$ cat src/rtl/signed_divider_seq.sv
// Sequential restoring divider, signed or unsigned per operation, one quotient bit per cycle.
// Operands are reduced to magnitudes at accept and the signs are applied in a final fix-up cycle.
module signed_divider_seq #(
  parameter int unsigned WIDTH = 8
) (
  input  logic             clk,
  input  logic             rst_n,
  input  logic             start,
  input  logic             signed_mode,
  input  logic [WIDTH-1:0] dividend,
  input  logic [WIDTH-1:0] divisor,
  output logic             busy,
  output logic             done,
  output logic [WIDTH-1:0] quotient,
  output logic [WIDTH-1:0] remainder,
  output logic             div_by_zero,
  output logic             overflow
);

  localparam int unsigned CW = $clog2(WIDTH + 1);

  typedef enum logic [1:0] {
    S_IDLE,
    S_RUN,
    S_FIX
  } state_t;

  state_t state, state_next;

  logic [CW-1:0]      count;
  logic [2*WIDTH-1:0] pr;
  logic [WIDTH-1:0]   dvs_mag;
  logic               q_neg, r_neg, dbz_l, ovf_l;

  logic [WIDTH-1:0]   dvd_abs, dvs_abs;
  logic [WIDTH:0]     upper;
  logic [WIDTH-1:0]   diff;
  logic [2*WIDTH-1:0] pr_step;
  logic [WIDTH-1:0]   q_mag, r_mag;
  logic               dvd_neg, dvs_neg;

  assign dvd_neg = signed_mode & dividend[WIDTH-1];
  assign dvs_neg = signed_mode & divisor[WIDTH-1];

  // Negating MIN yields MIN again, which read as unsigned is the correct magnitude.
  assign dvd_abs = dvd_neg ? (~dividend + WIDTH'(1)) : dividend;
  assign dvs_abs = dvs_neg ? (~divisor + WIDTH'(1)) : divisor;

  assign q_mag = pr[WIDTH-1:0];
  assign r_mag = pr[2*WIDTH-1:WIDTH];

  // Upper half of {pr, 0} is the trial remainder; the subtract result always fits in WIDTH bits.
  always_comb begin
    upper = pr[2*WIDTH-1:WIDTH-1];
    diff  = upper[WIDTH-1:0] - dvs_mag;
    if (upper >= {1'b0, dvs_mag}) begin
      pr_step = {diff, pr[WIDTH-2:0], 1'b1};
    end else begin
      pr_step = {upper[WIDTH-1:0], pr[WIDTH-2:0], 1'b0};
    end
  end

  always_ff @(posedge clk or negedge rst_n) begin
    if (!rst_n) begin
      state <= S_IDLE;
    end else begin
      state <= state_next;
    end
  end

  always_comb begin
    state_next = state;
    busy       = 1'b0;
    case (state)
      S_IDLE: begin
        if (start) state_next = S_RUN;
      end
      S_RUN: begin
        busy = 1'b1;
        if (count == CW'(1)) state_next = S_FIX;
      end
      S_FIX: begin
        busy       = 1'b1;
        state_next = S_IDLE;
      end
      default: state_next = S_IDLE;
    endcase
  end

  always_ff @(posedge clk or negedge rst_n) begin
    if (!rst_n) begin
      count       <= '0;
      pr          <= '0;
      dvs_mag     <= '0;
      q_neg       <= 1'b0;
      r_neg       <= 1'b0;
      dbz_l       <= 1'b0;
      ovf_l       <= 1'b0;
      done        <= 1'b0;
      quotient    <= '0;
      remainder   <= '0;
      div_by_zero <= 1'b0;
      overflow    <= 1'b0;
    end else begin
      done <= 1'b0;
      case (state)
        S_IDLE: begin
          if (start) begin
            pr      <= {{WIDTH{1'b0}}, dvd_abs};
            dvs_mag <= dvs_abs;
            q_neg   <= dvd_neg ^ dvs_neg;
            r_neg   <= dvd_neg;
            dbz_l   <= (divisor == '0);
            ovf_l   <= signed_mode && (dividend == {1'b1, {(WIDTH-1){1'b0}}})
                       && (divisor == '1);
            count   <= CW'(WIDTH);
          end
        end
        S_RUN: begin
          pr    <= pr_step;
          count <= count - CW'(1);
        end
        S_FIX: begin
          // A zero divisor leaves the dividend magnitude in the remainder, so re-signing restores it.
          quotient    <= dbz_l ? '1 : (q_neg ? (~q_mag + WIDTH'(1)) : q_mag);
          remainder   <= r_neg ? (~r_mag + WIDTH'(1)) : r_mag;
          div_by_zero <= dbz_l;
          overflow    <= ovf_l;
          done        <= 1'b1;
        end
        default: ;
      endcase
    end
  end

endmodule

$ cat config.mk
export PLATFORM = sky130hd
export DESIGN_NAME = signed_divider_seq
export DESIGN_NICKNAME = d
export VERILOG_FILES = /design/src/rtl/signed_divider_seq.sv
export SDC_FILE = /design/constraint.sdc
export NUM_CORES = 1
export LEC_CHECK = 0
export BUFFER_PORTS_ARGS = -buffer_cell sky130_fd_sc_hd__buf_2
export CAP_MARGIN = 20
export CORE_MARGIN = 5
export CORE_UTILIZATION = 30
export CTS_CLUSTER_DIAMETER = 50
export CTS_CLUSTER_SIZE = 28
export DETAILED_ROUTE_END_ITERATION = 10
export HOLD_SLACK_MARGIN = 0.05
export MAX_ROUTING_LAYER = met4
export PLACE_DENSITY = 0.43
export SETUP_SLACK_MARGIN = 0.5
export SLEW_MARGIN = 10
export SYNTH_ARGS = -nofsm -noshare
export SYNTH_HDL_FRONTEND = slang
export SYNTH_SLANG_ARGS = --single-unit
$ cat constraint.sdc
create_clock -name clk -period 2.4 [get_ports clk]
set_input_delay 0.24 -clock clk [delete_from_list [all_inputs] [get_ports clk]]
set_output_delay 0.24 -clock clk [all_outputs]
set_load 0.03 [all_outputs]
==> results.cfg <==
[setup_path]
cp-end-kind = register
cpMostUsedCell = inv_2
slowest_delay_ns = 0.40
crit_path_top_delay_cell = dfrtp_1
arrival_ns = 2.08
required_ns = 2.58
path_buf_inv = 2
worstPathCellList = inv_2 -> ha_4 -> inv_2 -> fa_2 -> a211oi_2 -> o21bai_1 -> a21oi_2 -> xor2_1 -> o31ai_1
crit_fanout = 2
cp-start-kind = register
path_delay_family = compound AO/OA/AOI/OAI gates
setup.worst_path.class = reg -> reg

[status]
status = finished clean

[clock_network]
numClockSinks = 53
htree_levels = 2
insertion_delay_ns = 0.31
ctsLongestPathBuffers = 2
hold_buffers = 0
cts_tree = built
cts-root-buf = clkbuf_8
clkSlewWorstSetupHoldPaths_ns = 0.11
cts_made_buffers = 5

[sta]
hold_viol = 0
fin_crit_sh_pct = 79.1
tightest_slew_ns = 0.688
whs_ns = 0.0524
fin_crit_ns = 1.90
drv_slew = 0
fmax_ghz = 0.527
fin_skew_ns = 0.0118
layout_setup_ws_ns = 0.503
rsz0062_at_grt = yes
setup_tns_ns = 0
setup_violations = 0
max_slew_margin_pct = 54.1

[place]
gp_congestion = 0.822
dp_slack_ns = 0.173
port_buffers = 39
placed_area_mm2 = 0.00357
place_hpwl_um = 5610

[synthesis]
synth_cell_type_count = 45
synth_flop_cell = dfrtp_1
yosys_warnings = 0
yosysSeqAreaShare_pct = 41.7
postSynthCellCount = 354
ys_async_sr_fraction_pct = 100
syn-num-nets = 393
syn_area_per_cell_um2 = 8.99
synth_area_mm2 = 0.00318
synth-seq-cells = 53
synth_edf_count = 0

[die]
die_area_mm2 = 0.0128
die_h_um = 113
ios = 40
start_util_pct = 30.8
die_w_um = 113
coreArea_mm2 = 0.0103
num_rows = 37

[detailed_routing]
viasPerCell = 4.74
routedWlPerCell_um = 14.2
drc = 0
dr.pass1.iters = 4
drtIter0Drc = 115
finalWirelength_um = 7820
ant_nets = 0
num_vias = 2602

[global_route]
antenna_found_initial = 0
grt_pass1_vias = 2608
grt_pass1_wl_um = 13400
grtUsageTotal_pct = 13.1
grt_max_degree = 54
grt_overflow = 0

[layout]
mostFrequentLayoutCells = dfrtp_1, nand2_1, buf_2
fin_nets = 451
layout_commonest_cell = dfrtp_1
layout-drive-gt1-share_pct = 28.8
stdcell_area_mm2 = 0.00399
antenna_cells = 0
nFillCells = 1067
multi_input_area_mm2 = 0.00190
area_growth_syn_to_layout_pct = 25.4
final-seq-area_mm2 = 0.00134

[job]
maxCapViolCount = 0

[power]
irDropWorstVdd_v = 0.000386
p_leak_nw = 1.80
power.density_mw_per_mm2 = 1410

[worst_hold_path]
min_path_type = in -> async
==> logic make-up after synthesis <==
kind of cell | synth area share [%]
AOI/OAI and AO/OA | 17.5
muxes | 5.31
buffers and inverters | 4.64
xor gates and xnor gates | 7.16
adders and majority gates | 7.71
and+or+nand+nor | 16.0
DFF | 41.7
==> cell type report <==
type / count / share of cell area, %
sequential: 53 / 33.5
clock buffer: 5 / 1.73
inverter: 23 / 2.16
tap: 136 / 4.27
clock inverter: 3 / 0.533
multi-input combinational: 263 / 47.6
timing repair buffer: 66 / 10.2
==> flip-flops by register name, indices dropped and copies added (netlist names) <==
register     cells
state            2
q_neg            1
remainder        8
dvs_mag          8
dbz_l            1
pr              16
ovf_l            1
done             1
r_neg            1
overflow         1
quotient         8
count            4
div_by_zero      1
==> metal layers <==
metal	global-route usage, %	up-vias	wire, µm	part of all wire (%)
met4	3.53	0	102	1.3
met5	-	-	0	0
met1	18.1	1204	3830	49
li1	-	1335	-	-
met3	2.35	7	380	4.9
met2	19.9	56	3510	45
==> synth_stat cells (all sizes together) (9+ instances only) <==
cell / number / share of area, %
mux2i: 9 / 2.8
ha: 18 / 7.1
clkbuf: 12 / 1.4
inv: 23 / 2.7
o21ai: 33 / 5.2
nand2: 39 / 4.6
nor2: 33 / 3.9
dfrtp: 53 / 42
a21oi: 32 / 5.0
xnor2: 9 / 2.5
xor2: 17 / 4.7
==> final timing paths <==
kind | startpoint | to | slack [ns] | cells after the start
worst max register to register | pr[7]$_DFFE_PN0P_ | pr[14]$_DFFE_PN0P_ | 0.50 | 9
worst min-delay path | rst_n | remainder[5]$_DFFE_PN0P_ | 0.05 | 2
max in group asynchronous | rst_n | pr[8]$_DFFE_PN0P_ | 1.86 | 2
worst max-delay path | pr[7]$_DFFE_PN0P_ | pr[14]$_DFFE_PN0P_ | 0.50 | 9
min in group clk | divisor[6] | dbz_l$_DFFE_PN0P_ | 0.16 | 2
worst min register to register | dvs_mag[7]$_DFFE_PN0P_ | dvs_mag[7]$_DFFE_PN0P_ | 0.49 | 2
==> per-stage QoR <==
stage / power [W] / utilization [%] / cells
after global routing: 0.00614 / 38.6 / 549
after global placement: 0.00448 / 34.6 / 525
after detailed placement: 0.00450 / 34.6 / 525
after CTS: 0.00524 / 36.6 / 538
final: 0.00562 / 38.6 / 549
after floorplan: 0.00371 / - / 354
==> what timing repair did <==
item	CTS	global route
resized for setup	18	28
setup endpoints to repair	10	13
buffers inserted	5	11
pin swaps	8	6
==> worst register-to-register path, stage by stage (launching register included) <==
cell and delay (ns):
dfrtp_1 0.40, inv_2 0.08, ha_4 0.13, inv_2 0.04, fa_2 0.37, a211oi_2 0.25
o21bai_1 0.11, a21oi_2 0.14, xor2_1 0.18, o31ai_1 0.08
==> report_power, final <==
group | total (W) | internal, W | leakage, nW | switching [W]
logic | 0.00343 | 0.00155 | 1.10 | 0.00189
registers | 0.00166 | 0.00127 | 0.657 | 0.000387
clock network | 0.000522 | 0.000208 | 0.0445 | 0.000314
(Power assumes the default switching activity.)
